$ cat config.mk
export PLATFORM = sky130hd
export DESIGN_NAME = mem_return_router
export DESIGN_NICKNAME = d
export VERILOG_FILES = /design/src/rtl/mem_return_router.sv
export SDC_FILE = /design/constraint.sdc
export NUM_CORES = 1
export LEC_CHECK = 0
export ABC_AREA = 1
export CORE_AREA = 2 2 87 89
export CTS_CLUSTER_DIAMETER = 150
export CTS_CLUSTER_SIZE = 16
export DETAILED_ROUTE_END_ITERATION = 8
export DIE_AREA = 0 0 89 91
export GPL_TIMING_DRIVEN = 0
export HOLD_SLACK_MARGIN = 0.08
export PLACE_DENSITY = 0.76
export SYNTH_ARGS = -nofsm -noshare
export SYNTH_HDL_FRONTEND = slang
export SYNTH_SLANG_ARGS = --single-unit
export TNS_END_PERCENT = 100
$ cat constraint.sdc
create_clock -name clk -period 2.95 [get_ports clk]
set_input_delay 0.59 -clock clk [delete_from_list [all_inputs] [get_ports clk]]
set_output_delay 0.59 -clock clk [all_outputs]
set_load 0.02 [all_outputs]
$ cat src/rtl/mem_return_router.sv
// Memory-side responder for the multiplexed VGA/IO request bus: launches RAM accesses,
// tags reads with their requester and routes returned words back to the right port.
module mem_return_router #(
  parameter int ADDR_W = 15,
  parameter int DATA_W = 16,
  parameter int RD_LAT = 2
) (
  input  logic              clk,
  input  logic              rst,
  input  logic [ADDR_W-1:0] addr_in,
  input  logic              vga_sel,
  input  logic              io_sel,
  input  logic              io_we,
  input  logic [DATA_W-1:0] io_wdata,
  output logic [ADDR_W-1:0] ram_addr,
  output logic              ram_en,
  output logic              ram_we,
  output logic [DATA_W-1:0] ram_wdata,
  input  logic [DATA_W-1:0] ram_rdata,
  output logic [DATA_W-1:0] vga_data,
  output logic              vga_valid,
  output logic [DATA_W-1:0] io_data,
  output logic              io_valid,
  output logic              io_ack,
  output logic [2:0]        rd_pending,
  output logic              conflict_err
);

  // Request strobes carry no backpressure: a single asserted select is a request that
  // is always taken on that edge; both asserted is a protocol error and nothing is taken.
  logic sel_conflict;
  logic rd_acc;
  logic wr_acc;

  assign sel_conflict = vga_sel & io_sel;
  assign wr_acc       = io_sel & ~vga_sel & io_we;
  assign rd_acc       = (vga_sel & ~io_sel) | (io_sel & ~vga_sel & ~io_we);

  logic [ADDR_W-1:0] ram_addr_q,  ram_addr_d;
  logic              ram_en_q,    ram_en_d;
  logic              ram_we_q,    ram_we_d;
  logic [DATA_W-1:0] ram_wdata_q, ram_wdata_d;
  logic              io_ack_q,    io_ack_d;
  logic              conflict_q,  conflict_d;

  // Tag pipeline: one entry per RAM latency stage, plus the return-capture slot.
  logic [RD_LAT-1:0] tag_vld_q, tag_vld_d;
  logic [RD_LAT-1:0] tag_vga_q, tag_vga_d;
  logic              ret_vld_q, ret_vld_d;
  logic              ret_vga_q, ret_vga_d;
  logic              tag_out;

  logic [DATA_W-1:0] vga_data_q,  vga_data_d;
  logic              vga_valid_q, vga_valid_d;
  logic [DATA_W-1:0] io_data_q,   io_data_d;
  logic              io_valid_q,  io_valid_d;
  logic [2:0]        pend_q,      pend_d;

  assign tag_out = tag_vld_q[RD_LAT-1];

  always_comb begin
    ram_addr_d  = ram_addr_q;
    ram_wdata_d = ram_wdata_q;
    ram_en_d    = rd_acc | wr_acc;
    ram_we_d    = wr_acc;
    io_ack_d    = wr_acc;
    conflict_d  = conflict_q | sel_conflict;
    if (rd_acc || wr_acc) begin
      ram_addr_d = addr_in;
    end
    if (wr_acc) begin
      ram_wdata_d = io_wdata;
    end

    tag_vld_d    = tag_vld_q;
    tag_vga_d    = tag_vga_q;
    tag_vld_d[0] = rd_acc;
    tag_vga_d[0] = rd_acc & vga_sel;
    for (int i = 1; i < RD_LAT; i++) begin
      tag_vld_d[i] = tag_vld_q[i-1];
      tag_vga_d[i] = tag_vga_q[i-1];
    end

    // The tag leaving the last stage lines up with ram_rdata one edge later.
    ret_vld_d   = tag_out;
    ret_vga_d   = tag_vga_q[RD_LAT-1];
    vga_valid_d = ret_vld_q & ret_vga_q;
    io_valid_d  = ret_vld_q & ~ret_vga_q;
    vga_data_d  = vga_valid_d ? ram_rdata : vga_data_q;
    io_data_d   = io_valid_d ? ram_rdata : io_data_q;

    pend_d = pend_q + 3'(rd_acc) - 3'(tag_out);
  end

  always_ff @(posedge clk or posedge rst) begin
    if (rst) begin
      ram_addr_q  <= '0;
      ram_en_q    <= 1'b0;
      ram_we_q    <= 1'b0;
      ram_wdata_q <= '0;
      io_ack_q    <= 1'b0;
      conflict_q  <= 1'b0;
      tag_vld_q   <= '0;
      tag_vga_q   <= '0;
      ret_vld_q   <= 1'b0;
      ret_vga_q   <= 1'b0;
      vga_data_q  <= '0;
      vga_valid_q <= 1'b0;
      io_data_q   <= '0;
      io_valid_q  <= 1'b0;
      pend_q      <= '0;
    end else begin
      ram_addr_q  <= ram_addr_d;
      ram_en_q    <= ram_en_d;
      ram_we_q    <= ram_we_d;
      ram_wdata_q <= ram_wdata_d;
      io_ack_q    <= io_ack_d;
      conflict_q  <= conflict_d;
      tag_vld_q   <= tag_vld_d;
      tag_vga_q   <= tag_vga_d;
      ret_vld_q   <= ret_vld_d;
      ret_vga_q   <= ret_vga_d;
      vga_data_q  <= vga_data_d;
      vga_valid_q <= vga_valid_d;
      io_data_q   <= io_data_d;
      io_valid_q  <= io_valid_d;
      pend_q      <= pend_d;
    end
  end

  assign ram_addr     = ram_addr_q;
  assign ram_en       = ram_en_q;
  assign ram_we       = ram_we_q;
  assign ram_wdata    = ram_wdata_q;
  assign vga_data     = vga_data_q;
  assign vga_valid    = vga_valid_q;
  assign io_data      = io_data_q;
  assign io_valid     = io_valid_q;
  assign io_ack       = io_ack_q;
  assign rd_pending   = pend_q;
  assign conflict_err = conflict_q;

endmodule

==> qor.yml, run 1 <==
synth_fp_nets: 350
tns_ps: 0
clk_latency_ps: 340
rsz0062_at_grt: "false"
grt_pass1_vias: 2467
dieWidth_um: 89
clock_sinks: 77
min_period_ps: 2560
multiInputGateArea_um2: 846
dpl_worst_slack_ps: 11.6
slew_headroom_pct: 67.7
diodes: 0
ys_ff_latch: 77
start_util_pct: 42.3
cts-root-buf: "clkbuf_8"
pin_count: 124
die_h_um: 91
fmax_mhz: 391
netlist_area_mm2: 0.00302
p_leak_nw: 2.24
yosysUniqueCellTypes: 21
drive_above_1_share_pct: 10.1
post-cts-setup-buffers: 0
wire_per_inst_um: 12.9
critPathMaxStageDelay_ps: 580
drt_drc_violations_left: 0
worst_slack_ps: 393
path_buf_inv: 5
grtUsageTotal_pct: 18.2
netlist_top_cells_area: "dfrtp_1, nand2_1, inv_1, o21ai_2, nand4_1"
totalWireLength_um: 6890
drt_iter0_drc: 62
coreArea_mm2: 0.00714
arrival_ps: 2790
slew_viol_final: 0
postSynthAreaPerCell_um2: 10.2
crit_fanout: 10
hold_violations: 0
netlist_instances: 295
grt_overflow: 0
ir_worst_vdd_uv: 290
via_count: 2414
cts_tree: "yes"
critical_path_class: "input port to flip-flop"
cp_data_required_time_ps: 3190
crit_slowest_cell: "clkdlybuf4s50_1"
hpwl_um: 5150
grt_max_degree: 42
finalCritPeriodShare_pct: 86.7
finalCoreUtilization_pct: 64.8
cts_hold_buf: 0
final_common_cell: "clkdlybuf4s50_1"
cts_buffer_depth: 2
cp-start-kind: "input port"
via_per_inst: 4.52
final_cell_mix: "clkdlybuf4s50_1, nand2_1, dfrtp_1"
setup_viol_count_final: 0
cts_resized: 0
areaGrowthSynthToFinish_pct: 53.1
worst_slew_pin_slew_ps: 484
antenna_left: 0
antenna_found_initial: 0
regArea_mm2: 0.00193
clkTransAtPathRegs_ps: 80
yosys.area.top_type: "dfrtp_1"
firstDrtPassIters: 4
fillers: 580
hold_class: "flip-flop to flip-flop"
portBuffers: 123
critPathTopFamily: "buffers and inverters"
finClkSkew_ps: 10.2
cap_violations: 0
worstPathCellList: "clkdlybuf4s50_1, nand3_2, buf_6, nand2_1, inv_1, ha_1, inv_1, ha_1, inv_1, fa_1, nand2_1, nand2_1"
end_kind: "flip-flop"
finalPower_mw: 3.19
status: "complete, no violations"
p_per_area_mw_per_mm2: 689
synth_top_area_share_pct: 63.8
cts_htree_levels: 3
cts_made_buffers: 9
gp_congestion: 0.752
row_count: 31
synth_seq_area_share_pct: 63.8
fin_nets: 485
dieArea_mm2: 0.00810
grt_pass1_wl_um: 11500
ys_warn_count: 0
## registers in the layout (all words and copies together) (netlist names)
register      count
io_data          16
ram_wdata        16
vga_data         16
ram_addr         15
rd_pending        3
tag_vga_q         2
tag_vld_q         2
conflict_err      1
io_ack            1
io_valid          1
ram_en            1
ret_vga_q         1
ret_vld_q         1
vga_valid         1
## cell families after synthesis
group / after synthesis / share of synthesized area, %
adder cells (fa/ha/maj): 3 / 1.49
buffers and inverters: 46 / 8.16
flip-flops: 77 / 63.8
AO/OA/AOI/OAI: 33 / 6.92
XOR/XNOR: 1 / 0.290
AND/OR/NAND/NOR: 135 / 19.3
## final cells by class
type / count / area share, %
clock buffer: 13 / 3.44
inverter: 31 / 2.57
buffer: 15 / 2.81
timing repair buffer: 124 / 27.1
multi-input combinational: 172 / 18.3
tap: 99 / 2.68
clock inverter: 3 / 1.46
sequential: 77 / 41.7
## synthesized netlist by cell type (all sizes together)
master and count:
nand2 116, dfrtp 77, o21ai 32, inv 31, nand4 15, buf 9, clkbuf 6, nand3 3
ha 2, fa 1, o21bai 1, or2 1, xnor2 1
## power breakdown
| part | switching (mW) | internal, mW | total (mW) | leakage (nW) |
|---|---|---|---|---|
| sequential | 0.106 | 1.23 | 1.34 | 0.947 |
| combinational | 0.485 | 0.475 | 0.960 | 1.19 |
| clock | 0.362 | 0.524 | 0.886 | 0.110 |
## per-layer routing
layer	share of wire, %	track usage, %	routed length, um
met5	0	0	0
met4	0.91	4.85	63
met2	47	28.5	3230
met1	43	23.8	3000
met3	8.7	6.55	598
## worst paths after layout
check                        startpoint             to  slack, ps  depth (start not counted)
setup reg to reg           tag_vld_q[1]  rd_pending[2]       1420                          7
hold / removal             tag_vga_q[0]   tag_vga_q[1]        360                          0
setup / recovery                 io_sel  rd_pending[2]        390                         12
max in group asynchronous           rst  ram_wdata[11]       1740                          3
hold reg to reg            tag_vga_q[0]   tag_vga_q[1]        360                          0
min in group asynchronous           rst  rd_pending[1]        630                          2
## metrics by stage
step	hold slack (ps)	std cells	area [um2]
2_1_floorplan	331	295	3020
3_3_place_gp	333	517	4370
3_5_place_dp	335	518	4400
4_1_cts	362	534	4620
5_1_grt	368	534	4620
6_report	359	534	4620
Power figures use the tool's default switching activity.
==> inputs of run 2 (changes only) <==
--- a/config.mk
+++ b/config.mk
@@ -5,15 +5,16 @@
 export SDC_FILE = /design/constraint.sdc
 export NUM_CORES = 1
 export LEC_CHECK = 0
-export ABC_AREA = 1
-export CORE_AREA = 2 2 87 89
+export ABC_AREA = 0
+export CORE_AREA = 2 2 86 88
 export CTS_CLUSTER_DIAMETER = 150
 export CTS_CLUSTER_SIZE = 16
 export DETAILED_ROUTE_END_ITERATION = 8
-export DIE_AREA = 0 0 89 91
+export DIE_AREA = 0 0 88 90
 export GPL_TIMING_DRIVEN = 0
 export HOLD_SLACK_MARGIN = 0.08
-export PLACE_DENSITY = 0.76
+export PLACE_DENSITY = 0.75
+export REMOVE_ABC_BUFFERS = 1
 export SYNTH_ARGS = -nofsm -noshare
 export SYNTH_HDL_FRONTEND = slang
 export SYNTH_SLANG_ARGS = --single-unit
==> run 2 against run 1 <==
Effect of this change:
- sequential cell count unchanged
- utilization is 2.5 points lower
- sequential power about the same
- clock-buffer cell count decreased by 3
- final area fell by 5.5%
- highest routed layer unchanged
- non-clock buffer count down 15
- clock power shrank 17%
- synthesized area is 5.6% lower
- register-to-register slack about the same
- synthesized cell count down 43%
- largest power group unchanged
- fmax increased by 2.8%
- sequential share of layout area is 2.4 points higher
- critical endpoint unchanged
==> qor.yml, run 2 <==
status: "complete, no violations"
gp_congestion: 0.681  # -9.4%
grt_max_degree: 48  # +14%
yosysMostFrequentCell: "dfrtp_1"
crit_fanout: 5  # -5
setup_viol_count_final: 0  # unchanged
wl_met2_um: 2640  # -18%
grt_pass1_vias: 1901  # -23%
yosys.area.top_type: "dfrtp_1"
hold-worst-slack_ps: 351  # -8.18 ps
ys_ff_latch: 77  # unchanged
dpl_worst_slack_ps: 93.1  # +81.5 ps
path_buf_inv: 3  # -2
final_common_cell: "clkdlybuf4s50_1"
antenna_found_initial: 0  # unchanged
critPathTopFamily: "adder cells"
netlist_instances: 168  # -43%
cts-root-buf: "clkbuf_8"
diodes: 0  # unchanged
hpwl_um: 4000  # -22%
finalCritPeriodShare_pct: 84.4  # -2.3 points
worstReg2RegStart: "ret_vga_q"
worstPathCellList: "clkdlybuf4s50_1, or2b_2, o21a_1, ha_1, inv_1, ha_1, inv_1, fa_1, xnor2_1"
cap_violations: 0  # unchanged
end_kind: "flip-flop"
pin_count: 124  # unchanged
hold_violations: 0  # unchanged
dieWidth_um: 88  # -1.1%
postSynthAreaPerCell_um2: 17.0  # +66%
met1_length_um: 2270  # -24%
areaGrowthSynthToFinish_pct: 53.4
placedCellCount: 385  # -26%
fillers: 564  # -2.8%
reg2regPathDepth: 2  # -5
dieArea_mm2: 0.00792  # -2.2%
portBuffers: 123  # unchanged
dr_wl_met3_um: 546  # -8.7%
synth_compound_area_share_pct: 0.747  # -6.2 points
min_period_ps: 2490  # -68.6 ps
drive_above_1_share_pct: 27.6  # +17 points
synth_top_family_by_area: "multiplexers"
worst_slack_ps: 461  # +68.6 ps
synth_ff_type: "dfrtp_1"
clk_latency_ps: 340  # about the same
die_h_um: 90  # -1.1%
final_cell_mix: "clkdlybuf4s50_1, dfrtp_1, mux2_2"
fmax_mhz: 402  # +2.8%
cts_resized: 0  # unchanged
critPathMaxStageDelay_ps: 580  # about the same
slew_viol_final: 0  # unchanged
synthMuxAreaShare_pct: 24.9  # +25 points
post-cts-setup-buffers: 0  # unchanged
finClkSkew_ps: 7.11  # -3.08 ps
synth_common_cells: "dfrtp_1, mux2_2, inv_1"
synth_top_area_share_pct: 67.6  # +3.8 points
grtUsageTotal_pct: 14.9  # -3.3 points
ir_worst_vdd_uv: 327  # +13%
clkTransAtPathRegs_ps: 70  # about the same
crit_slowest_cell: "clkdlybuf4s50_1"
p_per_area_mw_per_mm2: 704  # +2.2%
routed.top_layer: "met4"
via_count: 1832  # -24%
coreArea_mm2: 0.00702  # -1.6%
cts_made_buffers: 9  # unchanged
stdcell_count: 400  # -25%
via_per_inst: 4.58  # +1.3%
cp_data_required_time_ps: 3180  # about the same
crit_end: "rd_pending[2]"
grt_pass1_wl_um: 9030  # -22%
reg2reg_setup_slack_ps: 1430  # about the same
netlist_area_mm2: 0.00285  # -5.6%
cts_tree: "yes"
rsz0062_at_grt: "false"
hold_class: "flip-flop to flip-flop"
fin_nets: 352  # -27%
row_count: 31  # unchanged
drt_drc_violations_left: 0  # unchanged
synth_seq_area_share_pct: 67.6  # +3.8 points
multiInputGateArea_um2: 847  # +0.15%
ys_warn_count: 0  # unchanged
clock_sinks: 77  # unchanged
netlist_top_cells_area: "dfrtp_1, mux2_2, inv_1, ha_1, buf_6"
antenna_left: 0  # unchanged
crit_path_start: "io_sel"
yosys.area_share.simple_pct: 1.32  # -18 points
p_leak_nw: 1.86  # -17%
slew_headroom_pct: 40.6  # -27 points
regToRegEndpoint: "io_data[2]"
yosysUniqueCellTypes: 18  # -14%
cts_hold_buf: 0  # unchanged
totalWireLength_um: 5540  # -20%
grt_overflow: 0  # unchanged
critical_path_class: "input port to flip-flop"
drt_iter0_drc: 62  # unchanged
arrival_ps: 2710  # -80 ps
cts_htree_levels: 3  # unchanged
cp.depth: 9  # -3
cts_buffer_depth: 2  # unchanged
wire_per_inst_um: 13.9  # +7.4%
async_flop_share_pct: 100  # unchanged
firstDrtPassIters: 4  # unchanged
synth_xor_xnor_area_share_pct: 1.19  # +0.90 points
regArea_mm2: 0.00193  # unchanged
worst_slew_pin_slew_ps: 891  # +407 ps
synthAdderAreaFrac_pct: 1.58  # +0.089 points
synth_edf_count: 0  # unchanged
start_util_pct: 40.6  # -1.7 points
cp-start-kind: "input port"
run 2: cell types whose count changed after synthesis, moves of 4 or more:
cell / previous run / this run
nand4_1: 15 / 0
clkbuf_1: 4 / 0
inv_1: 29 / 8
o21ai_0: 16 / 1
o21ai_2: 11 / 0
buf_6: 6 / 2
nand2_1: 115 / 1
o21ai_1: 5 / 0
mux2_2: 0 / 63
run 2: layout make-up:
| type | count | share of cell area [%] |
|---|---|---|
| repair buffers | 124 | 28.8 |
| inverters | 8 | 0.745 |
| flip-flops and latches | 77 | 44.1 |
| well taps | 99 | 2.84 |
| clock buffers | 10 | 2.92 |
| clock inverters | 5 | 1.20 |
| multi-input cells | 77 | 19.4 |
run 2: how the worst min path moves through the flow:
stage / startpoint / end / slack (ps) / depth (start not counted)
after global routing: tag_vga_q[0] / tag_vga_q[1] / 360 / 0
final: tag_vga_q[0] / tag_vga_q[1] / 350 / 0
after detailed placement: tag_vga_q[1] / ret_vga_q / 340 / 0
after CTS: tag_vga_q[0] / tag_vga_q[1] / 350 / 0
after global placement: tag_vld_q[0] / tag_vld_q[1] / 330 / 0
after floorplan: tag_vga_q[1] / ret_vga_q / 330 / 0
run 2: logic make-up after synthesis:
kind of cell | count (synthesis)
adder cells (fa/ha/maj) | 3
XOR/XNOR | 3
AND/OR/NAND/NOR | 5
buffers and inverters | 14
AO/OA/AOI/OAI | 3
multiplexers | 63
flip-flops | 77
run 2: report_power, final:
group / total [mW] / switching (mW) / internal [mW] / leakage [nW]
clock network: 0.735 / 0.353 / 0.382 / 0.0919
logic: 0.995 / 0.447 / 0.548 / 0.862
registers: 1.35 / 0.0964 / 1.25 / 0.909
total: 3.08 / 0.897 / 2.18 / 1.86
run 2: through the flow:
stage / instance area [um2] / power, mW / util (%) / setup TNS (ps)
4_1_cts: 4370 / 3.13 / 62.2 / 0
3_3_place_gp: 4160 / 2.35 / 59.2 / -66520
2_1_floorplan: 2800 / 1.85 / - / 0
3_5_place_dp: 4190 / 2.38 / 59.7 / 0
5_1_grt: 4370 / 3.24 / 62.2 / 0
6_report: 4370 / 3.08 / 62.2 / 0
run 2: worst reg2reg max path, cell delays in order (launching register included):
cell	delay (ps)
dfrtp_1	330
nand2b_1	650
mux2_2	420
run 2: metal layers:
layer | GRT usage (%) | up-vias
li1 | - | 822
met2 | 22.7 | 80
met1 | 18.2 | 920
met3 | 6.24 | 10
met4 | 6.92 | 0
met5 | 0 | -
==> inputs of run 3 (changes only) <==
==> constraint.sdc (replaced) <==
create_clock -name clk -period 2.3 [get_ports clk]
set_input_delay 0.46 -clock clk [delete_from_list [all_inputs] [get_ports clk]]
set_output_delay 0.46 -clock clk [all_outputs]
set_load 0.02 [all_outputs]
==> run 3 against run 2 <==
Effect of this change:
- first-iteration DRC count is 3.2% higher
- combinational power increased by 29%
- wire length about the same
- die area did not move
- via count decreased by 0.22%
- final area hardly changed
- worst hold slack unchanged
- non-clock buffer count did not move
- largest power group unchanged
- register-to-register slack lost 650 ps
- clock power rose by 28%
- clock skew fell by 0.98 ps
- utilization barely moved
==> qor.yml, run 3 (same netlist as run 2, synthesis figures left out) <==
firstDrtPassIters: 4  # unchanged
row_count: 31  # unchanged
totalWireLength_um: 5550  # about the same
worst_slew_pin_slew_ps: 891  # -0.172 ps
finClkSkew_ps: 6.13  # -0.976 ps
arrival_ps: 2320  # -390 ps
fillers: 563  # -0.18%
multiInputGateArea_um2: 847  # unchanged
coreArea_mm2: 0.00702  # unchanged
placedCellCount: 385  # unchanged
antenna_found_initial: 0  # unchanged
worst_slack_ps: 208  # -254 ps
cts-root-buf: "clkbuf_8"
p_per_area_mw_per_mm2: 903  # +28%
hold_class: "flip-flop to flip-flop"
status: "complete, no violations"
wire_per_inst_um: 13.9  # about the same
grtUsageTotal_pct: 14.9  # unchanged
portBuffers: 123  # unchanged
worstPathCellList: "dlygate4sd2_1, or2b_2, o21a_1, ha_1, inv_1, ha_1, inv_1, fa_1, xnor2_1"
stdcell_count: 400  # unchanged
clk_latency_ps: 340  # about the same
dpl_worst_slack_ps: -427  # -520 ps
ir_worst_vdd_uv: 419  # +28%
drive_above_1_share_pct: 27.6  # unchanged
areaGrowthSynthToFinish_pct: 53.4  # about the same
critPathTopFamily: "adder cells"
setup_viol_count_final: 0  # unchanged
die_h_um: 90  # unchanged
cts_hold_buf: 0  # unchanged
hold_violations: 0  # unchanged
via_per_inst: 4.57  # -0.22%
dieWidth_um: 88  # unchanged
pin_count: 124  # unchanged
finalCritPeriodShare_pct: 91.0
post-cts-setup-buffers: 0  # unchanged
grt_max_degree: 48  # unchanged
cts_made_buffers: 9  # unchanged
critPathMaxStageDelay_ps: 370  # -210 ps
slew_viol_final: 0  # unchanged
hold-worst-slack_ps: 351  # unchanged
gp_congestion: 0.681  # unchanged
regArea_mm2: 0.00193  # unchanged
p_leak_nw: 1.87  # +0.56%
critical_path_class: "input port to flip-flop"
fmax_mhz: 478
clock_sinks: 77  # unchanged
crit_slowest_cell: "fa_1"
via_count: 1828  # -0.22%
hpwl_um: 4000  # unchanged
end_kind: "flip-flop"
dieArea_mm2: 0.00792  # unchanged
min_period_ps: 2090
clkTransAtPathRegs_ps: 70  # about the same
drt_drc_violations_left: 0  # unchanged
grt_pass1_wl_um: 9030  # unchanged
start_util_pct: 40.6  # unchanged
antenna_left: 0  # unchanged
slew_headroom_pct: 40.6  # about the same
cts_tree: "yes"
rsz0062_at_grt: "false"
final_cell_mix: "clkdlybuf4s50_1, dfrtp_1, mux2_2"
cp-start-kind: "input port"
grt_pass1_vias: 1901  # unchanged
cts_buffer_depth: 2  # unchanged
path_buf_inv: 3  # unchanged
final_common_cell: "clkdlybuf4s50_1"
crit_fanout: 5  # unchanged
drt_iter0_drc: 64  # +3.2%
fin_nets: 352  # unchanged
cts_htree_levels: 3  # unchanged
cap_violations: 0  # unchanged
grt_overflow: 0  # unchanged
diodes: 0  # unchanged
cp_data_required_time_ps: 2530  # -650 ps
-- run 3: cell types whose count changed in the layout (fill, tap and decap cells not counted) --
| cell | change |
|---|---|
| clkdlybuf4s50_1 | -2 |
| dlygate4sd2_1 | +1 |
| dlymetal6s2s_1 | +1 |
-- run 3: timing repair --
action	in CTS	in global routing
gates cloned	0	0
resized for setup	1	1
endpoints found under the setup margin	2	2
-- run 3: layout make-up --
class | count | share of cell area, %
Multi-Input combinational cell | 77 | 19.4
Clock inverter | 5 | 1.20
Inverter | 8 | 0.744
Tap cell | 99 | 2.83
Clock buffer | 10 | 2.92
Sequential cell | 77 | 44.1
Timing Repair Buffer | 124 | 28.8
-- run 3: per-stage QoR --
| stage | cell area, um2 | total power [mW] | setup TNS, ps | util (%) |
|---|---|---|---|---|
| 2_1_floorplan | 2800 | 2.37 | -9750 | - |
| 3_3_place_gp | 4160 | 3.01 | -107370 | 59.2 |
| 3_5_place_dp | 4190 | 3.05 | -978 | 59.7 |
| 4_1_cts | 4370 | 4.01 | 0 | 62.2 |
| 5_1_grt | 4370 | 4.15 | 0 | 62.3 |
| 6_report | 4370 | 3.95 | 0 | 62.3 |
-- run 3: metal layers --
| layer | vias up | track usage (%) | share of wire [%] |
|---|---|---|---|
| li1 | 822 | - | - |
| met1 | 916 | 18.2 | 41 |
| met2 | 80 | 22.7 | 48 |
| met3 | 10 | 6.24 | 9.8 |
| met4 | 0 | 6.92 | 1.5 |
| met5 | - | 0 | 0 |
-- run 3: path summary, 6_finish.rpt --
path,startpoint,end,slack (ps),depth (start not counted)
max,io_sel,rd_pending[2],210,9
min,tag_vga_q[0],tag_vga_q[1],350,0
max reg2reg,ret_vga_q,io_data[2],780,2
min reg2reg,tag_vga_q[0],tag_vga_q[1],350,0
max in group asynchronous,rst,ret_vga_q,1270,3
min in group asynchronous,rst,ram_wdata[5],480,2
-- run 3: where the power goes --
part           total [mW]  internal [mW]  switching, mW
registers            1.73           1.60          0.124
clock network       0.942          0.490          0.452
logic                1.28          0.701          0.574
